**src/rtl/omsp_spm_key_writer_if.sv**
```systemverilog
// Key-write bundle between the key source, the key writer and SPM control.
// master: key source / SPM-control side; slave: the key writer itself.
`ifndef SECURITY
`define SECURITY 64
`endif

interface omsp_spm_key_writer_if #(
  parameter int KEY_IDX_SIZE = 2
);
  logic                    start;
  logic [0:`SECURITY-1]    key_src;
  logic                    violation;
  logic                    write_key;
  logic [15:0]             key_in;
  logic [KEY_IDX_SIZE-1:0] key_idx;
  logic                    busy;
  logic                    done;
  logic                    aborted;

  modport master (
    output start, key_src, violation,
    input  write_key, key_in, key_idx, busy, done, aborted
  );

  modport slave (
    input  start, key_src, violation,
    output write_key, key_in, key_idx, busy, done, aborted
  );
endinterface

```
**src/rtl/omsp_spm_key_writer.sv**
```systemverilog
// Streams a captured SECURITY-bit key into SPM control as 16-bit words.
// Define OMSP_SPM_KEY_WIPE_EN to zero-fill all key words after a violation.
`ifndef SECURITY
`define SECURITY 64
`endif

module omsp_spm_key_writer #(
  parameter int KEY_IDX_SIZE = 2
) (
  input  logic                 mclk,
  input  logic                 puc_rst,
  omsp_spm_key_writer_if.slave kw
);

  localparam int SECURITY = `SECURITY;
  localparam int N        = SECURITY / 16;
  localparam logic [KEY_IDX_SIZE-1:0] LAST_IDX = KEY_IDX_SIZE'(N - 1);

  typedef enum logic [1:0] {
    ST_IDLE  = 2'd0,
    ST_WRITE = 2'd1
`ifdef OMSP_SPM_KEY_WIPE_EN
    ,
    ST_WIPE  = 2'd2
`endif
  } state_t;

  state_t                  state;
  logic [0:SECURITY-1]     shadow;
  logic [KEY_IDX_SIZE-1:0] idx;
  logic                    done_r;
  logic                    aborted_r;
  logic [15:0]             cur_word;

  // Word 0 sits at the MSB end of the key (bit 0 is the MSB).
  assign cur_word = shadow[{idx, 4'b0000} +: 16];

  always_ff @(posedge mclk) begin
    if (puc_rst) begin
      state     <= ST_IDLE;
      shadow    <= '0;
      idx       <= '0;
      done_r    <= 1'b0;
      aborted_r <= 1'b0;
    end else begin
      done_r    <= 1'b0;
      aborted_r <= 1'b0;
      case (state)
        ST_IDLE: begin
          if (kw.start) begin
            shadow <= kw.key_src;
            idx    <= '0;
            state  <= ST_WRITE;
          end
        end
        ST_WRITE: begin
          if (kw.violation) begin
            shadow <= '0;
            idx    <= '0;
`ifdef OMSP_SPM_KEY_WIPE_EN
            state  <= ST_WIPE;
`else
            state     <= ST_IDLE;
            aborted_r <= 1'b1;
`endif
          end else if (idx == LAST_IDX) begin
            shadow <= '0;
            idx    <= '0;
            state  <= ST_IDLE;
            done_r <= 1'b1;
          end else begin
            idx <= idx + 1'b1;
          end
        end
`ifdef OMSP_SPM_KEY_WIPE_EN
        ST_WIPE: begin
          // Violation no longer gates writes here: every slot must be zeroed.
          if (idx == LAST_IDX) begin
            idx       <= '0;
            state     <= ST_IDLE;
            aborted_r <= 1'b1;
          end else begin
            idx <= idx + 1'b1;
          end
        end
`endif
        default: begin
          shadow <= '0;
          idx    <= '0;
          state  <= ST_IDLE;
        end
      endcase
    end
  end

  // Write gating on violation is combinational so a violating cycle never writes.
  always_comb begin
    kw.write_key = 1'b0;
    kw.key_in    = 16'h0000;
    kw.key_idx   = '0;
    case (state)
      ST_WRITE: begin
        kw.write_key = ~kw.violation;
        kw.key_in    = cur_word;
        kw.key_idx   = idx;
      end
`ifdef OMSP_SPM_KEY_WIPE_EN
      ST_WIPE: begin
        kw.write_key = 1'b1;
        kw.key_in    = 16'h0000;
        kw.key_idx   = idx;
      end
`endif
      default: begin
        kw.write_key = 1'b0;
        kw.key_in    = 16'h0000;
        kw.key_idx   = '0;
      end
    endcase
  end

  assign kw.busy    = (state != ST_IDLE);
  assign kw.done    = done_r;
  assign kw.aborted = aborted_r;

endmodule

```
**src/flat_wrapper.sv**
```systemverilog
// flat-port wrapper written by rule: the top's interface ports become plain ports
module omsp_spm_key_writer_flat 
#(
  parameter int KEY_IDX_SIZE = 2
)
  (mclk, puc_rst, kw_start, kw_key_src, kw_violation, kw_write_key, kw_key_in, kw_key_idx, kw_busy, kw_done, kw_aborted);
  omsp_spm_key_writer_if #(.KEY_IDX_SIZE(KEY_IDX_SIZE)) kw_i ();
  input  logic mclk;
  input  logic puc_rst;
  input wire logic [$bits(kw_i.start)-1:0] kw_start;
  input wire logic [$bits(kw_i.key_src)-1:0] kw_key_src;
  input wire logic [$bits(kw_i.violation)-1:0] kw_violation;
  output wire logic [$bits(kw_i.write_key)-1:0] kw_write_key;
  output wire logic [$bits(kw_i.key_in)-1:0] kw_key_in;
  output wire logic [$bits(kw_i.key_idx)-1:0] kw_key_idx;
  output wire logic [$bits(kw_i.busy)-1:0] kw_busy;
  output wire logic [$bits(kw_i.done)-1:0] kw_done;
  output wire logic [$bits(kw_i.aborted)-1:0] kw_aborted;
  assign kw_i.start = kw_start;
  assign kw_i.key_src = kw_key_src;
  assign kw_i.violation = kw_violation;
  assign kw_write_key = kw_i.write_key;
  assign kw_key_in = kw_i.key_in;
  assign kw_key_idx = kw_i.key_idx;
  assign kw_busy = kw_i.busy;
  assign kw_done = kw_i.done;
  assign kw_aborted = kw_i.aborted;
  omsp_spm_key_writer #(.KEY_IDX_SIZE(KEY_IDX_SIZE)) u_core (.mclk(mclk), .puc_rst(puc_rst), .kw(kw_i));
endmodule
```
**config.mk**
```make
export PLATFORM = sky130hd
export DESIGN_NAME = omsp_spm_key_writer_flat
export DESIGN_NICKNAME = d
export VERILOG_FILES = /design/src/rtl/omsp_spm_key_writer_if.sv /design/src/rtl/omsp_spm_key_writer.sv /design/src/flat_wrapper.sv
export SDC_FILE = /design/constraint.sdc
export NUM_CORES = 1
export LEC_CHECK = 0
export BUFFER_PORTS_ARGS = -buffer_cell sky130_fd_sc_hd__clkbuf_2
export CORE_UTILIZATION = 55
export CTS_CLUSTER_DIAMETER = 120
export DETAILED_ROUTE_END_ITERATION = 6
export GPL_ROUTABILITY_DRIVEN = 0
export GPL_TIMING_DRIVEN = 0
export PLACE_DENSITY = 0.8
export SLEW_MARGIN = 20
export SYNTH_ARGS = -nofsm -noshare
export SYNTH_HDL_FRONTEND = slang
export SYNTH_SLANG_ARGS = --single-unit
```
**constraint.sdc**
```tcl
create_clock -name mclk -period 1.8 [get_ports mclk]
set_input_delay 0 -clock mclk [delete_from_list [all_inputs] [get_ports mclk]]
set_output_delay 0 -clock mclk [all_outputs]
set_load 0.01 [all_outputs]
```
* Yosys cells after proc, flatten, opt, wreduce, memory -nomap -nowiden *
Cells that the tools add are included.

cells by class
  $lt $le $gt $ge = 0
  eq/ne operators = 4
  bitwise operators = 3
  $mul = 0
  reduce and logical (&&, ||, !) cells = 5
  multiplexer cells = 17
  shift-type cells = 1
  divide/modulo/power cells = 0
  $add $sub $neg = 1

operators by type and width
  kind                                                              number
  64-bit 2-to-1 mux                                                 3
  64-bit one-hot mux with 2 select lines                            1
  64-bit by 7-bit variable part select with 65-bit output           1
  16-bit 2-to-1 mux                                                 1
  2-bit 2-to-1 mux                                                  7
  2-bit one-hot mux with 2 select lines                             2
  6-bit NOT with 7-bit output                                       1
  1-bit 2-to-1 mux                                                  3
  3-bit by 2-bit != test with 1-bit output (second input constant)  1
  3-bit OR reduction                                                1
  2-bit by 1-bit adder with 2-bit output (second input constant)    1
  2-bit by 1-bit == test with 1-bit output (second input constant)  1
  2-bit == test (second input constant)                             1
  2-bit zero test                                                   1
  2-bit != test (second input constant)                             1
  1-bit NOT                                                         2
  2-bit AND reduction                                               1
  2-bit nonzero test                                                1
  2-bit OR reduction                                                1

storage, ports and cells
  RAM bits = 0
  output and inout port bits = 22
  latch bits = 0
  bits in registers = 70
  memory bits (read-only) = 0
  input bits = 68
  memories = 0

* Longest topological paths before layout *
Gate-level depths: netlist of run 1.

  depth after elaboration = 4
  mapped depth = 5
  mapped depth without buffers = 3

* Least setup slack after synthesis of run 1 *
OpenSTA, ideal clock, no wires.

  path kind = reg2reg
  from = register u_core.idx[1]
  to = register u_core.shadow[0] (netlist bit)
  setup time = 73 ps
  slack = 282 ps
  data arrival time = 1445 ps
  buffers on the path = 2
  cell stages (with the launch flop) = 6
  required time = 1727 ps
  cells stage by stage = dfxtp_1 -> ha_1 -> or4b_1 -> buf_6 -> buf_6 -> o211ai_2

on the way
  word-level cells in the longest chain between the ends = 3

RTL lines
  element                                             RTL line                   source
  start: declaration                                  omsp_spm_key_writer.sv:30  logic [KEY_IDX_SIZE-1:0] idx;
  start signal: assignment                            omsp_spm_key_writer.sv:72  idx <= idx + 1'b1;
  2-bit == test                                       omsp_spm_key_writer.sv:66  end else if (idx == LAST_IDX) begin
  3-bit by 2-bit != test with 1-bit output (no line)  -
  2-bit AND reduction (no line)                       -
  end signal: assignment                              omsp_spm_key_writer.sv:51  shadow <= kw.key_src;
  end: declaration                                    omsp_spm_key_writer.sv:29  logic [0:SECURITY-1] shadow;

No other way between the ends.
A chain may end at the register's enable or synchronous reset.

* Worst setup path in the final report of run 1 *
  from = register u_core.idx[0]
  to = output port kw_key_in[3]

on the way
  word-level cells in the longest chain between the ends = 3

RTL lines
  element                                                  RTL line                    source
  6-bit NOT with 7-bit output (not written as such)        omsp_spm_key_writer.sv:36   assign cur_word = shadow[{idx, 4'b0000} +: 16];
  64-bit by 7-bit variable part select with 65-bit output  omsp_spm_key_writer.sv:36
  16-bit 2-to-1 mux                                        omsp_spm_key_writer.sv:101  case (state)
  end: declaration                                         flat_wrapper.sv:14          output wire logic [$bits(kw_i.key_in)-1:0] kw_key_in;

No other way between the ends.

==> flow_metrics.py, run 1 <==
metrics = {
    "floorplan": {
        "die_h_um": 92.6,
        "rows": 32,
        "io_pins": 90,
        "core_mm2": 0.00785,
        "start_util": 0.576,
        "die-area_mm2": 0.00858,
        "die_width_um": 92.6,
    },
    "grt": {
        "grt_start_max_net_pins": 20,
        "track_usage": 0.287,
        "antenna_found_initial": 0,
        "grt_pass1_vias": 3731,
        "grt_overflow_total": 0,
        "grt_pass1_wl_um": 18800,
    },
    "routing": {
        "viasPerCell": 6.09,
        "ant_nets": 0,
        "drc": 0,
        "wl_per_cell_um": 18.8,
        "dr.first_iter.drc_count": 222,
        "vias": 3964,
        "dr.pass1.iters": 5,
        "routed_wl_um": 12200,
    },
    "finish": {
        "multi_input_area_mm2": 0.00269,
        "diodes": 0,
        "nNetsFinal": 614,
        "drive_gt1_frac": 0.424,
        "fin_area_mm2": 0.00537,
        "final_util": 0.684,
        "fillers": 622,
        "final-seq-area_mm2": 0.00138,
        "area_growth_pct": 18.9,
    },
    "logic_synthesis": {
        "synth_ff_type": "dfxtp_1",
        "yosys_warnings": 0,
        "synth_cell_type_count": 26,
        "synth_edf_count": 0,
        "synthCells": 447,
        "synth_area_mm2": 0.00452,
        "ys_ff_latch": 69,
        "synth_nets": 516,
        "async_flop_share": 0,
        "synth_area_per_cell_um2": 10.1,
        "ys_seq_area_frac": 0.306,
    },
    "setup_path": {
        "worstSetupStartpointType": "register",
        "max_stage_delay_ns": 0.35,
        "cp.required_ns": 1.80,
        "r2r_slack_ns": 0.09,
        "r2r-start": "u_core.idx[1]$_SDFFE_PP0P_",
        "critical_path_class": "reg2out",
        "cp-startpoint": "u_core.idx[0]$_SDFFE_PP0P_",
        "worstPathMaxFanout": 10,
        "cp.arrival_ns": 1.77,
        "worst-r2r-cell-count": 5,
        "slowest_stage": "dfxtp_1",
        "worst_setup_path_end_kind": "primary output",
        "r2r-end": "u_core.shadow[40]$_SDFFE_PP0P_",
        "crit_chain": "clkbuf_4, buf_6, mux2i_2, o22ai_1, clkbuf_2",
        "critPathCapture": "kw_key_in[3]",
    },
    "timing": {
        "setup_viol": 0,
        "hold_violations": 0,
        "drv_slew": 0,
        "slew_headroom": 0.659,
        "min_period_over_period": 0.984,
        "fmax_mhz": 564,
        "layout_min_cycle_time_ns": 1.77,
        "fin_setup_tns_ns": 0,
        "skew_ns": 0.00446,
        "tightest_slew_ns": 0.511,
    },
    "placement": {
        "postPlaceCellArea_mm2": 0.00509,
        "port_buffers": 88,
        "dp_hpwl_um": 8980,
    },
    "clock_network": {
        "clockRootBuffer": "clkbuf_8",
        "cts_tree": "built",
        "path_clk_slew_ns": 0.07,
        "post_cts_buffers": 0,
        "clk_latency_ns": 0.35,
        "clk_path_buf_depth": 2,
        "cts_buffers": 9,
        "clock_sinks": 69,
        "htreeDepth": 3,
    },
    "hold_path": {
        "hold_path.class": "in2reg",
    },
    "power_and_ir_drop": {
        "leakagePower_nw": 2.12,
        "power_w": 0.00353,
        "power.density_mw_per_mm2": 658,
        "worst_ir_drop_vdd_mv": 0.363,
    },
    "run": {
        "maxCapViolCount": 0,
    },
    "outcome": {
        "status": "finished, final reports clean",
    },
}
layout make-up:
cell class,count,share of cell area
Buffer,55,0.0564
Clock buffer,14,0.0321
Clock inverter,1,0.000932
Inverter,65,0.0454
Multi-Input combinational cell,256,0.500
Sequential cell,69,0.257
Tap cell,102,0.0238
Timing Repair Buffer,89,0.0839
worst min path at each step:
stage	startpoint	endpoint	slack, ns	cells after the start
global placement	kw_violation	u_core.kw.aborted$_SDFF_PP0_	0.26	3
detailed placement	kw_violation	u_core.kw.aborted$_SDFF_PP0_	0.27	3
floorplan	kw_violation	kw_write_key	0.05	1
CTS	kw_key_src[18]	u_core.shadow[45]$_SDFFE_PP0P_	0.009	3
global route	kw_key_src[18]	u_core.shadow[45]$_SDFFE_PP0P_	0.008	3
finish	kw_key_src[34]	u_core.shadow[29]$_SDFFE_PP0P_	0.007	3
power by group:
group / internal [W] / switching (W)
clock: 0.000606 / 0.000582
sequential: 0.00162 / 0.0000880
combinational: 0.000305 / 0.000332
Yosys cell counts (6+ instances only):
cell      number  area share
buf_2          8      0.0089
buf_6          6       0.015
clkbuf_1      42       0.035
dfxtp_1       69        0.31
inv_1         65       0.054
mux2i_1       33       0.073
o211ai_1      13       0.022
o211ai_2      50        0.14
o22ai_1       16       0.022
or4b_1        15       0.033
or4b_2        50        0.11
or4bb_1       63        0.16
layout by cell type (no fill, tap or decap), types with 4 or more instances in the layout:
cell / instances
mux2i_1: 28
o22ai_1: 9
o211ai_2: 50
o211ai_1: 13
mux2i_2: 5
inv_1: 65
o22ai_2: 7
clkbuf_8: 14
or4b_2: 50
buf_2: 4
buf_6: 7
clkbuf_2: 88
clkbuf_1: 39
or4bb_1: 63
dfxtp_1: 68
or4b_1: 15
stage by stage:
step                      instances  hold WS (ns)  setup slack [ns]
after global routing            651       0.00804          -0.00449
after CTS                       652       0.00875            0.0196
after global placement          637         0.259            -0.138
final                           651       0.00660            0.0280
after detailed placement        637         0.269            -0.224
after floorplan                 447        0.0512             0.282
what timing repair did:
| item | in CTS | in global routing |
|---|---|---|
| gates resized for setup | 22 | 6 |
| setup endpoints to repair | 18 | 14 |
| hold endpoints to repair | 3 | 0 |
| hold buffers | 1 | 0 |
registers in the layout, indices dropped and copies added (netlist names):
| register | cells |
|---|---|
| u_core.state | 1 |
| u_core.kw.aborted | 1 |
| u_core.idx | 2 |
| u_core.kw.done | 1 |
| u_core.shadow | 64 |
per-layer routing:
layer  GRT usage  vias up  part of all wire
met3      0.0468       27             0.064
met5           0        -                 0
met1       0.373     1897              0.44
met4       0.114        0             0.025
met2       0.475      156              0.47
li1            -     1884                 -
worst max-delay path, delay by kind of cell, from the launching register on:
kind,cells,cell delay [ns]
buffers and inverters,3,0.61
DFF,1,0.35
muxes,1,0.31
AOI/OAI and AO/OA,1,0.15
cells by family after synthesis:
family,count (synthesis),synth area share
adders and majority gates,1,0.00277
muxes,33,0.0731
buffers and inverters,122,0.114
DFF,69,0.306
AOI/OAI and AO/OA,83,0.187
and+or+nand+nor,139,0.317
No activity file was read; power rests on OpenSTA's default activity.
==> run 2, diff against run 1 <==
--- a/config.mk
+++ b/config.mk
@@ -7,10 +7,10 @@
 export LEC_CHECK = 0
 export BUFFER_PORTS_ARGS = -buffer_cell sky130_fd_sc_hd__clkbuf_2
-export CORE_UTILIZATION = 55
+export CORE_UTILIZATION = 48
 export CTS_CLUSTER_DIAMETER = 120
 export DETAILED_ROUTE_END_ITERATION = 6
 export GPL_ROUTABILITY_DRIVEN = 0
 export GPL_TIMING_DRIVEN = 0
-export PLACE_DENSITY = 0.8
+export PLACE_DENSITY = 0.71
 export SLEW_MARGIN = 20
 export SYNTH_ARGS = -nofsm -noshare
==> constraint.sdc (replaced) <==
create_clock -name mclk -period 1.8 [get_ports mclk]
set_input_delay 0.09 -clock mclk [delete_from_list [all_inputs] [get_ports mclk]]
set_output_delay 0.09 -clock mclk [all_outputs]
set_load 0.01 [all_outputs]
==> run 2 against run 1 <==
  * The run now ends with DRC left
  * Count of clock-buffer cells in the layout grew 1
  * Via count shrank 2.4%
  * Hold slack gained 0.080 ns
  * Sequential power is essentially flat
  * Critical path depth shrank 1
  * Critical path type unchanged
  * Maximum frequency shrank 0.20%
  * Combinational power is essentially flat
  * Power grew 2.7%
  * Critical endpoint is now kw_key_in[6]
==> flow_metrics.py, run 2 (synthesis results as in run 1) <==
metrics = {
    "floorplan": {
        "die_width_um": 99.0,
        "core_mm2": 0.00920,
        "io_pins": 90,
        "rows": 35,
        "start_util": 0.491,
        "die_h_um": 99.0,
        "die-area_mm2": 0.00981,
    },
    "finish": {
        "top_regs": "u_core.shadow x64, u_core.idx x2",
        "layout_commonest_cell": "clkbuf_2",
        "final_cell_mix": "clkbuf_2, dfxtp_1, inv_1",
        "largest_reg_flops": 64,
        "nNetsFinal": 614,
        "fin_cells": 660,
        "diodes": 0,
        "top_register": "u_core.shadow",
        "drive_gt1_frac": 0.426,
        "area_growth_pct": 19.9,
    },
    "power_and_ir_drop": {
        "leakagePower_nw": 2.13,
        "power.density_mw_per_mm2": 669,
        "worst_ir_drop_vdd_mv": 0.412,
    },
    "timing": {
        "min_period_over_period": 0.986,
        "holdWs_ns": 0.0870,
        "rsz0062_at_grt": "yes",
        "slew_headroom": 0.673,
        "setup_viol": 0,
        "tightest_slew_ns": 0.490,
        "fmax_mhz": 563,
        "skew_ns": 0.00378,
        "layout_min_cycle_time_ns": 1.78,
        "drv_slew": 0,
        "hold_violations": 0,
        "fin_ws_ns": 0.0245,
    },
    "routing": {
        "vias": 3867,
        "wl_per_cell_um": 18.4,
        "dr.first_iter.drc_count": 217,
        "ant_nets": 0,
        "drc": 2,
        "viasPerCell": 5.86,
        "dr.pass1.iters": 6,
        "routed_wl_um": 12100,
    },
    "grt": {
        "track_usage": 0.259,
        "grt_pass1_wl_um": 19400,
        "grt_overflow_total": 0,
        "grt_pass1_vias": 3684,
        "antenna_found_initial": 0,
        "grt_start_max_net_pins": 20,
    },
    "clock_network": {
        "clk_latency_ns": 0.35,
        "clk_path_buf_depth": 2,
        "clockRootBuffer": "clkbuf_8",
        "cts_buffers": 9,
        "htreeDepth": 3,
        "clock_sinks": 69,
        "cts_tree": "built",
        "post_cts_buffers": 0,
        "path_clk_slew_ns": 0.07,
    },
    "setup_path": {
        "cp.arrival_ns": 1.69,
        "worstPathMaxFanout": 10,
        "worst_setup_path_end_kind": "primary output",
        "worstSetupStartpointType": "register",
        "r2r_slack_ns": 0.10,
        "r2r-end": "u_core.shadow[10]$_SDFFE_PP0P_",
        "worst-r2r-cell-count": 5,
        "cp.required_ns": 1.71,
        "critical_path_class": "reg2out",
        "r2r-start": "u_core.idx[1]$_SDFFE_PP0P_",
    },
    "placement": {
        "pre_cts_ws_ns": -0.268,
        "dpl.cell_count": 646,
        "dp_hpwl_um": 9020,
        "port_buffers": 88,
    },
    "hold_path": {
        "holdPathEnd": "u_core.shadow[27]$_SDFFE_PP0P_",
        "worstHoldStart": "kw_key_src[36]",
        "hold_path.class": "in2reg",
        "min_path_cells": 3,
    },
    "outcome": {
        "violations": "DRC",
        "status": "complete, but fails checks",
    },
    "run": {
        "maxCapViolCount": 0,
    },
}
[run 2: cell types whose count changed in the layout (fill, tap and decap cells not counted)]
| cell | change |
|---|---|
| buf_4 | +1 |
| buf_8 | +1 |
| clkbuf_1 | -1 |
| clkbuf_4 | -2 |
| clkbuf_8 | +2 |
| clkinv_2 | -1 |
| mux2i_1 | +1 |
| mux2i_2 | -2 |
| mux2i_4 | +1 |
| o22ai_1 | -1 |
| o22ai_2 | +1 |
[run 2: what timing repair did]
| action | in CTS | in global routing |
|---|---|---|
| hold endpoints to repair | 1 | 0 |
| gates resized for setup | 29 | 4 |
| endpoints found under the setup margin | 19 | 14 |
| hold buffers | 1 | 0 |
[run 2: how the worst max path moves through the flow]
stage	depth (start not counted)	startpoint	slack (ns)	end
after floorplan	5	u_core.idx[1]$_SDFFE_PP0P_	0.28	u_core.shadow[0]$_SDFFE_PP0P_
final	4	u_core.state[0]$_SDFFE_PP0P_	0.02	kw_key_in[6]
after global placement	6	u_core.state[0]$_SDFFE_PP0P_	-0.27	kw_key_in[11]
after global routing	5	u_core.idx[0]$_SDFFE_PP0P_	-0.02	kw_key_in[4]
after CTS	5	u_core.idx[0]$_SDFFE_PP0P_	0.01	kw_key_in[3]
after detailed placement	6	u_core.state[0]$_SDFFE_PP0P_	-0.27	kw_key_in[11]
[run 2: critical path, stage by stage (launching register included)]
cell	delay [ns]
dfxtp_2	0.37
or2b_1	0.34
clkbuf_8	0.22
o22ai_1	0.22
clkbuf_2	0.18
[run 2: final cells by class]
class                           instances  area [um2]
Sequential cell                        69        1380
Fill cell                             826        3780
Timing Repair Buffer                   89         450
Buffer                                 55         310
Multi-Input combinational cell        256        2700
Tap cell                              111         139
Inverter                               65         244
Clock buffer                           15         196
[run 2: metal layers]
layer  up-vias  routed length, um  track usage
met5         -                  0            0
met4         0                212       0.0804
met3        16                688       0.0447
met2       117               5780        0.422
met1      1833               5460        0.348
li1       1901                  -            -
[run 2: metrics by stage]
step	instance area, um2	power, W	TNS (ns)	util
3_5_place_dp	5100	0.00234	-2.59	0.554
4_1_cts	5410	0.00363	0	0.588
3_3_place_gp	5100	0.00233	-2.59	0.554
5_1_grt	5420	0.00377	-0.0620	0.589
6_report	5420	0.00363	0	0.589
2_1_floorplan	4520	0.00212	0	-
[run 2: power breakdown]
part	switching, W	total, W	internal, W
Clock	0.000599	0.00128	0.000684
Sequential	0.0000882	0.00171	0.00162
Combinational	0.000330	0.000637	0.000307
Total	0.00102	0.00363	0.00261
==> run 3, diff against run 2 <==
- REMOVE_ABC_BUFFERS: default -> 1
==> run 3 against run 2 <==
  * The run now ends clean
  * Worst setup slack gained 0.062 ns
  * Utilization shrank 1.2 points
  * Non-clock buffer count fell by 42
  * Via count decreased by 3.3%
  * Die area unchanged
  * Clock skew grew 0.0043 ns
  * Largest cell class unchanged
  * Count of clock-buffer cells in the layout is 5 lower
  * Clock power hardly changed
  * Hold slack lost 0.033 ns
  * Combinational power hardly changed
  * Global-route usage down 3.7 points
  * Register-to-register slack is essentially flat
==> flow_metrics.py, run 3 (synthesis results as in run 1) <==
metrics = {
    "timing": {
        "slew_headroom": 0.561,
        "drv_slew": 0,
        "fin_ws_ns": 0.0861,
        "tightest_slew_ns": 0.659,
        "hold_violations": 0,
        "rsz0062_at_grt": "no",
        "layout_min_cycle_time_ns": 1.71,
        "min_period_over_period": 0.952,
        "skew_ns": 0.00810,
        "setup_viol": 0,
        "fmax_mhz": 583,
    },
    "floorplan": {
        "die_h_um": 99.0,
        "rows": 35,
        "die_width_um": 99.0,
        "start_util": 0.491,
        "core_mm2": 0.00920,
        "die-area_mm2": 0.00981,
        "io_pins": 90,
    },
    "power_and_ir_drop": {
        "power.density_mw_per_mm2": 679,
        "worst_ir_drop_vdd_mv": 0.359,
        "leakagePower_nw": 2.12,
        "power_w": 0.00361,
    },
    "finish": {
        "largest_reg_flops": 64,
        "fillers": 795,
        "multi_input_area_mm2": 0.00266,
        "top_register": "u_core.shadow",
        "final_cell_mix": "clkbuf_2, dfxtp_1, inv_1",
        "layout_commonest_cell": "clkbuf_2",
        "diodes": 0,
        "drive_gt1_frac": 0.441,
        "final-seq-area_mm2": 0.00139,
        "fin_area_mm2": 0.00531,
        "top_regs": "u_core.shadow x64, u_core.idx x2",
        "fin_cells": 621,
        "area_growth_pct": 17.5,
        "nNetsFinal": 574,
    },
    "setup_path": {
        "worst-r2r-cell-count": 4,
        "worstSetupStartpointType": "register",
        "cp.arrival_ns": 1.97,
        "r2r_slack_ns": 0.09,
        "worstPathMaxFanout": 33,
        "cp.required_ns": 2.05,
        "worst_setup_path_end_kind": "register",
        "r2r-start": "u_core.idx[1]$_SDFFE_PP0P_",
        "critical_path_class": "reg2reg",
        "r2r-end": "u_core.shadow[31]$_SDFFE_PP0P_",
    },
    "clock_network": {
        "clock_sinks": 69,
        "htreeDepth": 3,
        "clockRootBuffer": "clkbuf_8",
        "clk_path_buf_depth": 2,
        "path_clk_slew_ns": 0.07,
        "cts_tree": "built",
        "hold_buffers": 0,
        "cts_buffers": 9,
        "clk_latency_ns": 0.34,
    },
    "hold_path": {
        "hold_path.class": "in2reg",
        "min_path_cells": 3,
        "holdPathEnd": "u_core.kw.aborted$_SDFF_PP0_",
        "worstHoldStart": "kw_violation",
    },
    "routing": {
        "drc": 0,
        "dr.first_iter.drc_count": 189,
        "vias": 3738,
        "dr.pass1.iters": 4,
        "ant_nets": 0,
        "viasPerCell": 6.02,
        "wl_per_cell_um": 17.6,
        "routed_wl_um": 10900,
    },
    "grt": {
        "track_usage": 0.222,
        "antenna_found_initial": 0,
        "grt_pass1_wl_um": 17400,
        "grt_overflow_total": 0,
        "grt_start_max_net_pins": 76,
        "grt_pass1_vias": 3352,
    },
    "placement": {
        "pre_cts_ws_ns": -0.577,
        "port_buffers": 89,
        "dp_hpwl_um": 5800,
        "postPlaceCellArea_mm2": 0.00495,
        "dpl.cell_count": 595,
    },
    "outcome": {
        "status": "finished, final reports clean",
    },
    "run": {
        "maxCapViolCount": 0,
    },
}
run 3: through the flow:
stage                     hold slack, ns  utilization  setup TNS, ns
final                             0.0542        0.578              0
after global routing              0.0446        0.578              0
after CTS                         0.0381        0.576              0
after detailed placement           0.372        0.539         -35.16
after global placement             0.355        0.525        -280.62
after floorplan                    0.159            -        -147.44
run 3: report_power, final:
group          switching [W]  total, W  internal, W
logic               0.000319  0.000636     0.000317
registers          0.0000658   0.00168      0.00162
clock network       0.000610   0.00128     0.000674
run 3: repair_timing:
action	CTS	global route
setup endpoints to repair	82	13
buffers inserted	7	0
cloned	2	1
gates resized for setup	5	2
pin swaps	1	0
run 3: cell type report:
cell class / count / share of cell area
inverter: 65 / 0.0459
sequential: 69 / 0.261
timing repair buffer: 102 / 0.128
tap: 111 / 0.0261
clock buffer: 10 / 0.0259
clock inverter: 6 / 0.0115
multi-input combinational: 258 / 0.501
run 3: how the worst max path moves through the flow:
stage                                 startpoint                             end  cells after the start
CTS                 u_core.state[0]$_SDFFE_PP0P_                    kw_key_in[0]                      4
detailed placement  u_core.state[0]$_SDFFE_PP0P_  u_core.shadow[31]$_SDFFE_PP0P_                      4
finish                u_core.idx[1]$_SDFFE_PP0P_  u_core.shadow[31]$_SDFFE_PP0P_                      4
global placement    u_core.state[0]$_SDFFE_PP0P_  u_core.shadow[28]$_SDFFE_PP0P_                      2
global route        u_core.state[0]$_SDFFE_PP0P_                    kw_key_in[4]                      4
floorplan             u_core.idx[0]$_SDFFE_PP0P_  u_core.shadow[27]$_SDFFE_PP0P_                      3
run 3: per-layer routing:
| metal | GRT usage | vias up | wire [um] | part of all wire |
|---|---|---|---|---|
| li1 | - | 1813 | - | - |
| met1 | 0.311 | 1828 | 5270 | 0.48 |
| met2 | 0.349 | 84 | 5140 | 0.47 |
| met3 | 0.0418 | 13 | 408 | 0.037 |
| met4 | 0.0597 | 0 | 126 | 0.012 |
| met5 | 0 | - | 0 | 0 |
run 3: critical path: stages (launching register included):
cell and delay, ns:
dfxtp_1 0.37, ha_1 0.27, or4b_4 0.58, buf_12 0.20, o211ai_1 0.18
